--- src/rtl/count_enable_ctrl_pkg.sv ---
// Shared encodings for the counter enable controller: run modes, FSM states
// and default widths.
package count_ctrl_pkg;

  localparam int DIV_W_DEF   = 8;
  localparam int BURST_W_DEF = 8;

  typedef enum logic [1:0] {
    MODE_CONT  = 2'b00,
    MODE_BURST = 2'b01,
    MODE_OVF   = 2'b10,
    MODE_RSVD  = 2'b11
  } mode_e;

  typedef enum logic {
    ST_IDLE = 1'b0,
    ST_RUN  = 1'b1
  } state_e;

  function automatic logic mode_is_valid(input mode_e m);
    return (m != MODE_RSVD);
  endfunction

endpackage

--- src/rtl/count_enable_ctrl_if.sv ---
// Configuration, run-control and status bundle between a sequencer (master)
// and the counter enable controller (slave).
interface count_enable_ctrl_if
  import count_ctrl_pkg::*;
#(
  parameter int DIV_W   = DIV_W_DEF,
  parameter int BURST_W = BURST_W_DEF
);
  logic [DIV_W-1:0]   cfg_div;
  logic [1:0]         cfg_mode;
  logic [BURST_W-1:0] cfg_burst;
  logic               start;
  logic               stop;
  logic               cnt_overflow;
  logic               enable;
  logic               busy;
  logic               done;
  logic [BURST_W-1:0] ticks_issued;

  modport master (
    output cfg_div, cfg_mode, cfg_burst, start, stop, cnt_overflow,
    input  enable, busy, done, ticks_issued
  );

  modport slave (
    input  cfg_div, cfg_mode, cfg_burst, start, stop, cnt_overflow,
    output enable, busy, done, ticks_issued
  );
endinterface

--- src/rtl/count_enable_ctrl_tick_prescaler.sv ---
// Programmable clock divider: tick is high for one cycle every div+1 cycles
// while run is set; clr restarts the count from zero.
module tick_prescaler #(
  parameter int DIV_W = 8
) (
  input  logic             clk,
  input  logic             rst,
  input  logic             clr,
  input  logic             run,
  input  logic [DIV_W-1:0] div,
  output logic             tick
);

  logic [DIV_W-1:0] pre;

  assign tick = run && (pre == div);

  always_ff @(posedge clk or posedge rst) begin
    if (rst) begin
      pre <= '0;
    end else if (clr) begin
      pre <= '0;
    end else if (run) begin
      if (pre == div) pre <= '0;
      else            pre <= pre + 1'b1;
    end
  end

endmodule

--- src/rtl/count_enable_ctrl.sv ---
// Run-control FSM producing the 8-bit test counter's enable strobe:
// continuous, fixed burst, or run until the counter reports overflow.
//
//   state   | meaning
//   --------+--------------------------------------------------------------
//   ST_IDLE | waiting for start; enable low; ticks_issued holds last run
//   ST_RUN  | prescaler running; strobes issued on each prescaler tick
module count_enable_ctrl
  import count_ctrl_pkg::*;
#(
  parameter int DIV_W   = DIV_W_DEF,
  parameter int BURST_W = BURST_W_DEF
) (
  input  logic              clk,
  input  logic              rst,
  count_enable_ctrl_if.slave bus
);

  state_e             state, state_nx;
  logic [DIV_W-1:0]   div_q, div_nx;
  mode_e              mode_q, mode_nx;
  logic [BURST_W-1:0] burst_q, burst_nx;
  logic [BURST_W-1:0] ticks_q, ticks_nx;
  logic               en_q, en_nx;
  logic               done_q, done_nx;
  logic               busy_q;
  logic               pre_clr;
  logic               tick;
  mode_e              cfg_mode_e;

  assign cfg_mode_e = mode_e'(bus.cfg_mode);

  tick_prescaler #(.DIV_W(DIV_W)) u_prescaler (
    .clk  (clk),
    .rst  (rst),
    .clr  (pre_clr),
    .run  (state == ST_RUN),
    .div  (div_q),
    .tick (tick)
  );

  always_comb begin
    state_nx = state;
    div_nx   = div_q;
    mode_nx  = mode_q;
    burst_nx = burst_q;
    ticks_nx = ticks_q;
    en_nx    = 1'b0;
    done_nx  = 1'b0;
    pre_clr  = 1'b0;
    unique case (state)
      ST_IDLE: begin
        if (bus.start && !bus.stop && mode_is_valid(cfg_mode_e)) begin
          div_nx   = bus.cfg_div;
          mode_nx  = cfg_mode_e;
          burst_nx = bus.cfg_burst;
          ticks_nx = '0;
          pre_clr  = 1'b1;
          // An empty burst completes immediately without entering RUN.
          if (cfg_mode_e == MODE_BURST && bus.cfg_burst == '0) done_nx  = 1'b1;
          else                                                 state_nx = ST_RUN;
        end
      end
      ST_RUN: begin
        if (bus.stop) begin
          state_nx = ST_IDLE;
          pre_clr  = 1'b1;
        end else if (mode_q == MODE_OVF && bus.cnt_overflow) begin
          state_nx = ST_IDLE;
          done_nx  = 1'b1;
          pre_clr  = 1'b1;
        end else if (tick) begin
          en_nx    = 1'b1;
          ticks_nx = (&ticks_q) ? ticks_q : ticks_q + 1'b1;
          // Final burst strobe and done leave on the same edge.
          if (mode_q == MODE_BURST && ticks_q == burst_q - 1'b1) begin
            state_nx = ST_IDLE;
            done_nx  = 1'b1;
            pre_clr  = 1'b1;
          end
        end
      end
      default: state_nx = ST_IDLE;
    endcase
  end

  always_ff @(posedge clk or posedge rst) begin
    if (rst) begin
      state   <= ST_IDLE;
      div_q   <= '0;
      mode_q  <= MODE_CONT;
      burst_q <= '0;
      ticks_q <= '0;
      en_q    <= 1'b0;
      done_q  <= 1'b0;
      busy_q  <= 1'b0;
    end else begin
      state   <= state_nx;
      div_q   <= div_nx;
      mode_q  <= mode_nx;
      burst_q <= burst_nx;
      ticks_q <= ticks_nx;
      en_q    <= en_nx;
      done_q  <= done_nx;
      busy_q  <= (state_nx == ST_RUN);
    end
  end

  assign bus.enable       = en_q;
  assign bus.done         = done_q;
  assign bus.busy         = busy_q;
  assign bus.ticks_issued = ticks_q;

endmodule
--- src/flat_wrapper.sv ---
// flat-port wrapper written by rule: the top's interface ports become plain ports
module count_enable_ctrl_flat import count_ctrl_pkg::*;
#(
  parameter int DIV_W   = DIV_W_DEF,
  parameter int BURST_W = BURST_W_DEF
)
  (clk, rst, bus_cfg_div, bus_cfg_mode, bus_cfg_burst, bus_start, bus_stop, bus_cnt_overflow, bus_enable, bus_busy, bus_done, bus_ticks_issued);
  count_enable_ctrl_if #(.DIV_W(DIV_W), .BURST_W(BURST_W)) bus_i ();
  input  logic clk;
  input  logic rst;
  input wire logic [$bits(bus_i.cfg_div)-1:0] bus_cfg_div;
  input wire logic [$bits(bus_i.cfg_mode)-1:0] bus_cfg_mode;
  input wire logic [$bits(bus_i.cfg_burst)-1:0] bus_cfg_burst;
  input wire logic [$bits(bus_i.start)-1:0] bus_start;
  input wire logic [$bits(bus_i.stop)-1:0] bus_stop;
  input wire logic [$bits(bus_i.cnt_overflow)-1:0] bus_cnt_overflow;
  output wire logic [$bits(bus_i.enable)-1:0] bus_enable;
  output wire logic [$bits(bus_i.busy)-1:0] bus_busy;
  output wire logic [$bits(bus_i.done)-1:0] bus_done;
  output wire logic [$bits(bus_i.ticks_issued)-1:0] bus_ticks_issued;
  assign bus_i.cfg_div = bus_cfg_div;
  assign bus_i.cfg_mode = bus_cfg_mode;
  assign bus_i.cfg_burst = bus_cfg_burst;
  assign bus_i.start = bus_start;
  assign bus_i.stop = bus_stop;
  assign bus_i.cnt_overflow = bus_cnt_overflow;
  assign bus_enable = bus_i.enable;
  assign bus_busy = bus_i.busy;
  assign bus_done = bus_i.done;
  assign bus_ticks_issued = bus_i.ticks_issued;
  count_enable_ctrl #(.DIV_W(DIV_W), .BURST_W(BURST_W)) u_core (.clk(clk), .rst(rst), .bus(bus_i));
endmodule
--- config.mk ---
export PLATFORM = sky130hd
export DESIGN_NAME = count_enable_ctrl_flat
export DESIGN_NICKNAME = d
export VERILOG_FILES = /design/src/rtl/count_enable_ctrl_pkg.sv /design/src/rtl/count_enable_ctrl_if.sv /design/src/rtl/count_enable_ctrl_tick_prescaler.sv /design/src/rtl/count_enable_ctrl.sv /design/src/flat_wrapper.sv
export SDC_FILE = /design/constraint.sdc
export NUM_CORES = 1
export LEC_CHECK = 0
export ABC_AREA = 1
export ABC_CLOCK_PERIOD_IN_PS = 2100
export CORE_UTILIZATION = 53
export DETAILED_ROUTE_END_ITERATION = 6
export GPL_ROUTABILITY_DRIVEN = 0
export HOLD_SLACK_MARGIN = 0.08
export PLACE_DENSITY = 0.91
export REMOVE_ABC_BUFFERS = 1
export SYNTH_ARGS = -nofsm -noshare
export SYNTH_HDL_FRONTEND = slang
export SYNTH_SLANG_ARGS = --single-unit
export TNS_END_PERCENT = 30
--- constraint.sdc ---
create_clock -name clk -period 2.1 [get_ports clk]
set_input_delay 0.42 -clock clk [delete_from_list [all_inputs] [get_ports clk]]
set_output_delay 0.42 -clock clk [all_outputs]
set_load 0.05 [all_outputs]
## After elaboration in Yosys (flattened, before gate mapping)

Cells that the tools add are included.

| cells by class | value |
|---|---|
| muxes and demuxes | 30 |
| magnitude comparators | 0 |
| bitwise operators | 1 |
| div/mod/pow operators | 0 |
| add/sub/neg operators | 3 |
| multiply operators | 0 |
| reduce and logical (&&, ||, !) cells | 12 |
| shift operators | 0 |
| equal/unequal tests | 11 |

Operator list:

| operator | number |
|---|---|
| 2-to-1 mux 8 bit | 8 |
| 2-to-1 mux 1 bit | 18 |
| adder 8 x 1 -> 8 bit (second input constant) | 2 |
| == test 8 bit | 2 |
| one-hot mux 8 bit (2 select lines) | 1 |
| inequality test 2 bit (second input constant) | 5 |
| zero test 8 bit | 1 |
| AND reduction 8 bit | 1 |
| subtractor 8 x 1 -> 8 bit (second input constant) | 1 |
| logical AND 1 bit | 6 |
| one-hot mux 1 bit (2 select lines) | 3 |
| AND reduction 5 bit | 1 |
| == test 2 x 1 -> 1 bit (second input constant) | 2 |
| == test 2 bit (second input constant) | 1 |
| inequality test 2 x 1 -> 1 bit (second input constant) | 1 |
| AND reduction 2 bit | 1 |
| nonzero test 2 bit | 1 |
| zero test 1 bit | 1 |
| inverter 1 bit | 1 |

| storage, ports and cells | value |
|---|---|
| output and inout bits | 11 |
| bits in latches | 0 |
| register bits | 37 |
| bits in read-only memories | 0 |
| input bits | 23 |
| logic and storage cells | 65 |
| memories | 0 |
| bits in writable memories | 0 |

## Logic depth before layout (Yosys ltp)

Gate-level depths: netlist of run 1.

| depth | value |
|---|---|
| word-level depth | 9 |
| gate-level depth with buffers | 12 |
| depth with buffers taken out | 12 |

## By module

From an unflattened synthesis of run 1, not the netlist that was laid out.

| second synthesis, totals | value |
|---|---|
| cell total of the unflattened synthesis | 300 |
| area total of the unflattened synthesis | 2204.6 um^2 |

Modules (own cells, without submodules):

| module | times used | area each (um^2) | cells each |
|---|---|---|---|
| count_enable_ctrl | 1 | 1592.8 | 216 |
| tick_prescaler | 1 | 611.8 | 84 |

## Worst setup path before layout of run 1

Ideal clock, no wire load.

| timing path | value |
|---|---|
| path kind | reg2reg |
| from | reg u_core.ticks_q[0], in the netlist u_core.bus.ticks_issued[0] |
| to | reg u_core.ticks_q[7], in the netlist u_core.bus.ticks_issued[7] |
| cell stages (with the launch flop) | 10 |
| required time | 1981 ps |
| arrival time | 1666 ps |
| clock period less this slack | 1785 ps |
| path buffers | 1 |
| setup time | 119 ps |
| path slack | 315 ps |
| cells stage by stage | dfrtp_1 -> ha_1 -> nand2_1 -> inv_1 -> nand3_1 -> nand2_2 -> nand2_4 -> buf_12 -> nand2_2 -> nand2_2 |

| on the way | value |
|---|---|
| cells in the longest elaborated chain, start to end | 6 |
| elaborated cells on any way between the ends | 9 |
| those cells by class | 1 x add/sub; 1 x eq/ne; 5 x mux; 2 x reduce/logical |

RTL lines:

| element | line | text |
|---|---|---|
| from (decl) | count_enable_ctrl.sv:23 | `logic [BURST_W-1:0] ticks_q, ticks_nx;` |
| from (signal assigned) | count_enable_ctrl.sv:102 | `ticks_q <= ticks_nx;` |
| adder 8 x 1 -> 8 bit | count_enable_ctrl.sv:74 | `ticks_nx = (&ticks_q) ? ticks_q : ticks_q + 1'b1;` |
| 2-to-1 mux 8 bit | count_enable_ctrl.sv:74 |  |
| 2-to-1 mux 8 bit | count_enable_ctrl.sv:72 | `end else if (tick) begin` |
| 2-to-1 mux 8 bit | count_enable_ctrl.sv:68 | `end else if (mode_q == MODE_OVF && bus.cnt_overflow) begin` |
| 2-to-1 mux 8 bit | count_enable_ctrl.sv:65 | `if (bus.stop) begin` |
| one-hot mux 8 bit (2 select lines) | count_enable_ctrl.sv:51 | `unique case (state)` |

Several ways; a longest one is shown, not always the timed one. The select of a mux whose other input is x is not followed.
A chain may end at the register's enable or synchronous reset.

## Worst setup path in the final report of run 1

| timing path | value |
|---|---|
| from | reg u_core.ticks_q[7], in the netlist u_core.bus.ticks_issued[7] |
| to | out bus_ticks_issued[7] |

RTL lines:

| element | line | text |
|---|---|---|
| to (decl) | flat_wrapper.sv:20 | `output wire logic [$bits(bus_i.ticks_issued)-1:0] bus_ticks_issued;` |

No word-level cell between the ends.

==> flow_summary.json, run 1 <==
{
  "cts_sinks": 37,
  "power_leakage_nw": 1.28,
  "clk_path_buf_depth": 2,
  "chipWidth_um": 65.7,
  "io_pins": 34,
  "dieArea_um2": 4320,
  "overflow": 0,
  "slew_headroom_pct": 66.4,
  "rsz0062_at_grt": "false",
  "critPathArrivalTime_ps": 1590,
  "status": "complete, no violations",
  "max_stage_delay_ps": 840,
  "crit_type": "reg -> out",
  "post_drt_wl_per_cell_um": 12.0,
  "cp-end-kind": "output port",
  "dp.cells": 367,
  "setup_violations": 0,
  "fin_skew_ps": 5.49,
  "fp-row-count": 22,
  "cts_max_level": 2,
  "critPathTopFamily": "buffers and inverters",
  "path_cells": "clkdlybuf4s50_1",
  "max_freq_mhz": 497,
  "synth.area.top_cells": "dfrtp_1 43%, nand2_1 15%, inv_1 5.6%",
  "dpl_worst_slack_ps": 147,
  "antenna_found_initial": 0,
  "r2r-start": "u_core.burst_q[0]",
  "powerDensity_nw_per_um2": 785,
  "syn_area_um2": 2150,
  "startpoint": "u_core.bus.ticks_issued[7]",
  "start_util_pct": 57.1,
  "netlist_instances": 285,
  "yosys_warnings": 0,
  "drc": 0,
  "cts_buffers": 5,
  "vias_per_cell": 5.20,
  "drv_cap": 0,
  "critPathSlowestCell": "clkdlybuf4s50_1",
  "finalPower_w": 0.00209,
  "drt-initial-drc-count": 100,
  "synth_cell_type_count": 27,
  "clock-root-buffer": "clkbuf_8",
  "yosysSeqAreaShare_pct": 43.0,
  "grt_pass1_vias": 1714,
  "postCtsSetupBuffers": 0,
  "yosys.area.top_type_share_pct": 43.0,
  "layout_min_cycle_time_ps": 2010,
  "fin_crit_sh_pct": 95.9,
  "ys_ff_latch": 37,
  "fin_cells": 375,
  "hold_viol_final": 0,
  "drive_gt1_share_pct": 11.3,
  "worst_slew_pin_slew_ps": 503,
  "cts_tree": "built",
  "vdd_drop_max_v": 0.000492,
  "final_common_cell": "nand2_1",
  "clkLatencyLatePin_ps": 290,
  "grt_pass1_wl_um": 7640,
  "avgSynthCellArea_um2": 7.55,
  "maxSlewViolCount": 0,
  "die_h_um": 65.7,
  "synth_top_area_cell": "dfrtp_1",
  "crit_required_ps": 1680,
  "finalNetCount": 352,
  "hp-start": "u_core.div_q[2]",
  "fin_ws_ps": 86.2,
  "critical_path.max_fanout": 5,
  "hp-class": "reg -> reg",
  "clkTransAtPathRegs_ps": 70,
  "synthToLayoutAreaGrowth_pct": 23.8,
  "cts_hold_buffers": 0,
  "core_area_um2": 3770,
  "cp-start-kind": "flip-flop",
  "port_buffers": 33,
  "grt_max_degree": 38,
  "fillers": 285,
  "drt_first_pass_iters": 4,
  "place_hpwl_um": 3310,
  "postRouteAntennaNets": 0,
  "final_cell_mix": "87 x nand2_1, 37 x dfrtp_1, 32 x inv_1",
  "worst-path-buf-inv": 1,
  "grt_usage_pct": 23.7,
  "vias": 1949,
  "diodes": 0,
  "drt-total-wl_um": 4480
}
Yosys cell counts:
master	count
o21ai_2	4
o21ai_0	19
nor2_4	2
nand3_1	23
nand2_1	87
nor3_1	4
dfrtp_1	37
nor2_1	24
nor4_1	2
inv_1	32
xnor2_1	6
nand4_1	2
or2_2	1
nand2_4	2
buf_12	1
nand3b_1	1
xor2_1	11
ha_1	3
nor2_2	2
buf_2	2
o22ai_1	3
inv_2	4
clkbuf_1	1
nand2_2	7
nor3_2	1
a21oi_1	2
o21ai_1	2
power by group:
group          switching, W  leakage, nW  internal [W]
clock              0.000252       0.0585      0.000387
combinational      0.000330        0.740      0.000221
sequential        0.0000940        0.485      0.000809
total              0.000676         1.28       0.00142
final cells by class:
class | count | area, um2 | area share, %
clock buffer | 7 | 86.3 | 3.24
clock inverter | 1 | 30.0 | 1.13
inverter | 36 | 135 | 5.07
multi-input combinational | 208 | 1060 | 39.8
sequential | 37 | 926 | 34.7
tap | 48 | 60.1 | 2.25
timing repair buffer | 38 | 368 | 13.8
what timing repair did:
action                                  4_1_cts  5_1_grt
endpoints found under the setup margin        0        1
gates resized for setup                       0        1
endpoints found under the hold margin         0        0
metal layers:
layer | vias to the layer above | share of wire [%] | GRT usage [%]
met2 | 51 | 46 | 36.6
met3 | 9 | 4.1 | 4.69
met1 | 911 | 48 | 31.7
met5 | - | 0 | 0
met4 | 0 | 1.9 | 10.9
li1 | 978 | - | -
worst paths after layout:
check	slack, ps	depth (start not counted)	to
min reg2reg	500	2	u_core.div_q[2]
min in group asynchronous	530	3	u_core.div_q[7]
max reg2reg	410	11	u_core.bus.done
max	90	1	bus_ticks_issued[7]
max in group asynchronous	1230	3	u_core.u_prescaler.pre[5]
min	500	2	u_core.div_q[2]
cell families (layout without fill, tap and decap cells):
logic type | count (synthesis) | in the layout | synth area share, %
XOR/XNOR | 17 | 17 | 6.92
buffers and inverters | 40 | 82 | 7.85
AO/OA/AOI/OAI | 30 | 30 | 7.85
flip-flops | 37 | 37 | 43.0
AND/OR/NAND/NOR | 158 | 158 | 32.6
adder cells (fa/ha/maj) | 3 | 3 | 1.74
sequential cells by signal, indices dropped and copies added, names as in the netlist:
signal / flops
u_core.div_q: 8
u_core.burst_q: 8
u_core.u_prescaler.pre: 8
u_core.bus.ticks_issued: 8
u_core.bus.enable: 1
u_core.bus.done: 1
u_core.mode_q: 2
u_core.state: 1
metrics by stage:
stage	utilization [%]	instance area [um2]	hold WS [ps]	setup TNS, ps
2_1_floorplan	-	2120	462	-1510
3_3_place_gp	67.5	2550	485	0
3_5_place_dp	67.5	2550	490	0
4_1_cts	70.6	2660	505	0
5_1_grt	70.7	2670	523	0
6_report	70.7	2670	501	0
Power figures use the tool's default switching activity.
==> run 2: changes to the inputs <==
--- a/config.mk
+++ b/config.mk
@@ -7,11 +7,11 @@
 export LEC_CHECK = 0
 export ABC_AREA = 1
 export ABC_CLOCK_PERIOD_IN_PS = 2100
-export CORE_UTILIZATION = 53
+export CORE_UTILIZATION = 40
 export DETAILED_ROUTE_END_ITERATION = 6
 export GPL_ROUTABILITY_DRIVEN = 0
 export HOLD_SLACK_MARGIN = 0.08
-export PLACE_DENSITY = 0.91
+export PLACE_DENSITY = 0.74
 export REMOVE_ABC_BUFFERS = 1
 export SYNTH_ARGS = -nofsm -noshare
 export SYNTH_HDL_FRONTEND = slang
==> flow_summary.json, run 2 (synthesis results as in run 1) <==
{
  "critical_path.max_fanout": 4,
  "clk_path_buf_depth": 2,
  "cts_hold_buffers": 0,
  "drt-total-wl_um": 4510,
  "crit_type": "reg -> out",
  "postRouteAntennaNets": 0,
  "slew_headroom_pct": 66.0,
  "powerDensity_nw_per_um2": 779,
  "worst-path-buf-inv": 1,
  "maxSlewViolCount": 0,
  "core_area_um2": 5140,
  "layout_min_cycle_time_ps": 2020,
  "fillers": 523,
  "worst_slew_pin_slew_ps": 510,
  "clkLatencyLatePin_ps": 290,
  "setup-tns-final_ps": 0,
  "drc": 0,
  "final_cell_mix": "87 x nand2_1, 37 x dfrtp_1, 32 x inv_1",
  "overflow": 0,
  "post_cts_resized": 0,
  "grt_max_degree": 38,
  "clkTransAtPathRegs_ps": 80,
  "finalNetCount": 350,
  "dieArea_um2": 5680,
  "critPathSlowestCell": "clkdlybuf4s50_1",
  "switching_share_pct": 32.1,
  "setup_violations": 0,
  "postCtsSetupBuffers": 0,
  "hp-class": "reg -> reg",
  "cp-end-kind": "output port",
  "fin_crit_sh_pct": 96.2,
  "cts_max_level": 2,
  "dp.cells": 387,
  "start_util_pct": 41.9,
  "vias": 1887,
  "dpl_worst_slack_ps": 144,
  "path_cells": "clkdlybuf4s50_1",
  "synthToLayoutAreaGrowth_pct": 24.5,
  "drt_first_pass_iters": 4,
  "vdd_drop_max_v": 0.000525,
  "drive_gt1_share_pct": 10.8,
  "grt_usage_pct": 18.6,
  "antenna_found_initial": 0,
  "p_sw_w": 0.000671,
  "hold_viol_final": 0,
  "clock-root-buffer": "clkbuf_8",
  "power_frac_comb_pct": 26.2,
  "status": "complete, no violations",
  "fp-row-count": 26,
  "rsz0062_at_grt": "false",
  "cts_buffers": 5,
  "fin_skew_ps": 14.6,
  "final_common_cell": "nand2_1",
  "post_drt_wl_per_cell_um": 11.4,
  "grt_pass1_vias": 1762,
  "intPower_w": 0.00142,
  "cts_sinks": 37,
  "cts_tree": "built",
  "port_buffers": 33,
  "chipWidth_um": 75.4,
  "place_hpwl_um": 3420,
  "drt-initial-drc-count": 131,
  "max_stage_delay_ps": 840,
  "clkPwrFrac_pct": 30.6,
  "crit_required_ps": 1680,
  "grt_pass1_wl_um": 7810,
  "fin_ws_ps": 80.5,
  "vias_per_cell": 4.78,
  "diodes": 0,
  "critPathTopFamily": "buffers and inverters",
  "critPathArrivalTime_ps": 1600,
  "drv_cap": 0,
  "fin_cells": 395,
  "max_freq_mhz": 495,
  "pwr-share-seq_pct": 43.2,
  "die_h_um": 75.4,
  "io_pins": 34,
  "cp-start-kind": "flip-flop",
  "power_leakage_nw": 1.29
}
run 2: cell count changes in the layout (fill, tap and decap cells not counted):
| cell | before | now |
|---|---|---|
| dlymetal6s2s_1 | 1 | 2 |
| clkdlybuf4s50_1 | 31 | 30 |
| buf_4 | 6 | 4 |
run 2: routing by layer:
metal | vias to the layer above | share of wire (%) | global-route usage (%) | routed length, um
met5 | - | 0 | 0 | 0
met4 | 0 | 1.2 | 5.35 | 53
met3 | 6 | 4.1 | 5.56 | 184
met2 | 41 | 50 | 30.9 | 2240
met1 | 863 | 45 | 23.7 | 2040
li1 | 977 | - | - | -
run 2: final timing paths:
kind,startpoint,endpoint,slack [ps],cells after the start
min reg2reg,u_core.div_q[2],u_core.div_q[2],500,2
max,u_core.bus.ticks_issued[5],bus_ticks_issued[5],80,1
max in group asynchronous,rst,u_core.div_q[2],1240,3
max reg2reg,u_core.burst_q[0],u_core.bus.done,430,11
min,u_core.div_q[2],u_core.div_q[2],500,2
min in group asynchronous,rst,u_core.bus.ticks_issued[6],520,3
run 2: layout make-up:
class                           count  area (um2)  share of cell area [%]
Clock buffer                        7        86.3                    3.22
Clock inverter                      1        30.0                    1.12
Inverter                           36         135                    5.04
Multi-Input combinational cell    208        1060                    39.5
Sequential cell                    37         926                    34.5
Tap cell                           70        87.6                    3.27
Timing Repair Buffer               36         355                    13.3
run 2: power by group through the flow:
stage | Clock (W) | Sequential (W) | Combinational (W)
CTS | 0.000652 | 0.000902 | 0.000553
finish | 0.000639 | 0.000902 | 0.000548
detailed placement | 0 | 0.000915 | 0.000549
floorplan | 0 | 0.000940 | 0.000347
global placement | 0 | 0.000911 | 0.000537
global route | 0.000692 | 0.000919 | 0.000628
run 2: per-stage QoR:
stage                     instance area [um2]  hold slack [ps]  total power [W]  util (%)
after floorplan                          2120              462          0.00129         -
after global placement                   2560              485          0.00145      49.8
after detailed placement                 2560              482          0.00146      49.8
after CTS                                2680              508          0.00211      52.0
after global routing                     2680              542          0.00224      52.1
final                                    2680              501          0.00209      52.1
==> run 3: changes to the inputs <==
--- a/config.mk
+++ b/config.mk
@@ -8,6 +8,7 @@
 export ABC_AREA = 1
 export ABC_CLOCK_PERIOD_IN_PS = 2100
 export CORE_UTILIZATION = 40
+export CTS_BUF_LIST = sky130_fd_sc_hd__clkbuf_4 sky130_fd_sc_hd__clkbuf_8
 export DETAILED_ROUTE_END_ITERATION = 6
 export GPL_ROUTABILITY_DRIVEN = 0
 export HOLD_SLACK_MARGIN = 0.08
==> flow_summary.json, run 3 (synthesis results as in run 1) <==
{
  "port_buffers": 33,
  "chipWidth_um": 75.4,
  "final_cell_mix": "87 x nand2_1, 37 x dfrtp_1, 32 x inv_1",
  "top_layer": "met4",
  "status": "complete, no violations",
  "hp-class": "reg -> reg",
  "hold_viol_final": 0,
  "layout_min_cycle_time_ps": 2020,
  "synthToLayoutAreaGrowth_pct": 24.7,
  "dieArea_um2": 5680,
  "vias_per_cell": 4.78,
  "post_drt_wl_per_cell_um": 11.4,
  "clk_path_buf_depth": 2,
  "crit_type": "reg -> out",
  "max_freq_mhz": 495,
  "fin_crit_sh_pct": 96.2,
  "place_hpwl_um": 3420,
  "drive_gt1_share_pct": 11.1,
  "fp-row-count": 26,
  "overflow": 0,
  "cts_sinks": 37,
  "worst-path-buf-inv": 1,
  "drv_cap": 0,
  "finalNetCount": 350,
  "antenna_found_initial": 0,
  "wl_met2_um": 2250,
  "cp-start-kind": "flip-flop",
  "io_pins": 34,
  "drt-total-wl_um": 4510,
  "diodes": 0,
  "fin_skew_ps": 14.6,
  "clkLatencyLatePin_ps": 290,
  "setup_violations": 0,
  "final_common_cell": "nand2_1",
  "core_area_um2": 5140,
  "finalPower_w": 0.00210,
  "rsz0062_at_grt": "false",
  "postRouteAntennaNets": 0,
  "grt_pass1_wl_um": 7800,
  "drt-initial-drc-count": 125,
  "setup-tns-final_ps": 0,
  "dr_wl_met3_um": 185,
  "critical_path.max_fanout": 4,
  "vdd_drop_max_v": 0.000525,
  "critPathSlowestCell": "clkdlybuf4s50_1",
  "crit_required_ps": 1680,
  "cp-end-kind": "output port",
  "grt_max_degree": 38,
  "worst_slew_pin_slew_ps": 510,
  "maxSlewViolCount": 0,
  "cts_buffers": 5,
  "critPathTopFamily": "buffers and inverters",
  "start_util_pct": 41.9,
  "vias": 1888,
  "cts_tree": "built",
  "cts_max_level": 2,
  "drt_first_pass_iters": 4,
  "max_stage_delay_ps": 840,
  "die_h_um": 75.4,
  "fin_cells": 395,
  "power_leakage_nw": 1.29,
  "slew_headroom_pct": 66.0,
  "clock-root-buffer": "clkbuf_8",
  "wirelength_met1_um": 2030,
  "critPathArrivalTime_ps": 1600,
  "clkTransAtPathRegs_ps": 80,
  "grt_pass1_vias": 1764,
  "dp.cells": 387,
  "powerDensity_nw_per_um2": 783,
  "drc": 0,
  "grt_usage_pct": 18.6,
  "path_cells": "clkdlybuf4s50_1"
}
-- run 3: final timing paths --
kind / endpoint / depth (start not counted) / startpoint / slack, ps
worst max register to register: u_core.bus.done / 11 / u_core.burst_q[0] / 430
worst min-delay path: u_core.div_q[2] / 2 / u_core.div_q[2] / 500
max in group asynchronous: u_core.div_q[2] / 3 / rst / 1240
worst max-delay path: bus_ticks_issued[5] / 1 / u_core.bus.ticks_issued[5] / 80
worst min register to register: u_core.div_q[2] / 2 / u_core.div_q[2] / 500
min in group asynchronous: u_core.bus.ticks_issued[6] / 3 / rst / 530
-- run 3: where the power goes --
part           internal (W)  switching (W)  leakage [nW]
clock              0.000400       0.000251        0.0619
combinational      0.000222       0.000327         0.748
sequential         0.000809      0.0000921         0.485
-- run 3: timing repair --
action | 4_1_cts | 5_1_grt
hold buffers | 0 | 0
endpoints found under the setup margin | 0 | 2
hold endpoints to repair | 0 | 0
setup buffers | 0 | 0
resized for setup | 0 | 2
-- run 3: area by class of cell --
| type | count | area (um2) |
|---|---|---|
| Sequential cell | 37 | 926 |
| Inverter | 36 | 135 |
| Tap cell | 70 | 87.6 |
| Clock inverter | 1 | 30.0 |
| Multi-Input combinational cell | 208 | 1060 |
| Timing Repair Buffer | 36 | 355 |
| Clock buffer | 7 | 90.1 |
| Fill cell | 522 | 2460 |
-- run 3: through the flow --
step	util [%]	instance area (um2)	worst slack, ps	hold slack, ps
detailed placement	49.8	2560	144	482
global placement	49.8	2560	186	485
finish	52.2	2680	80.8	501
global route	52.2	2680	41.8	542
floorplan	-	2120	-250	462
CTS	52.1	2680	36.8	508
-- run 3: metal layers --
metal / GRT usage [%] / vias to the layer above
met3: 5.56 / 6
met1: 23.5 / 864
met4: 5.35 / 0
met2: 31.0 / 41
met5: 0 / -
li1: - / 977
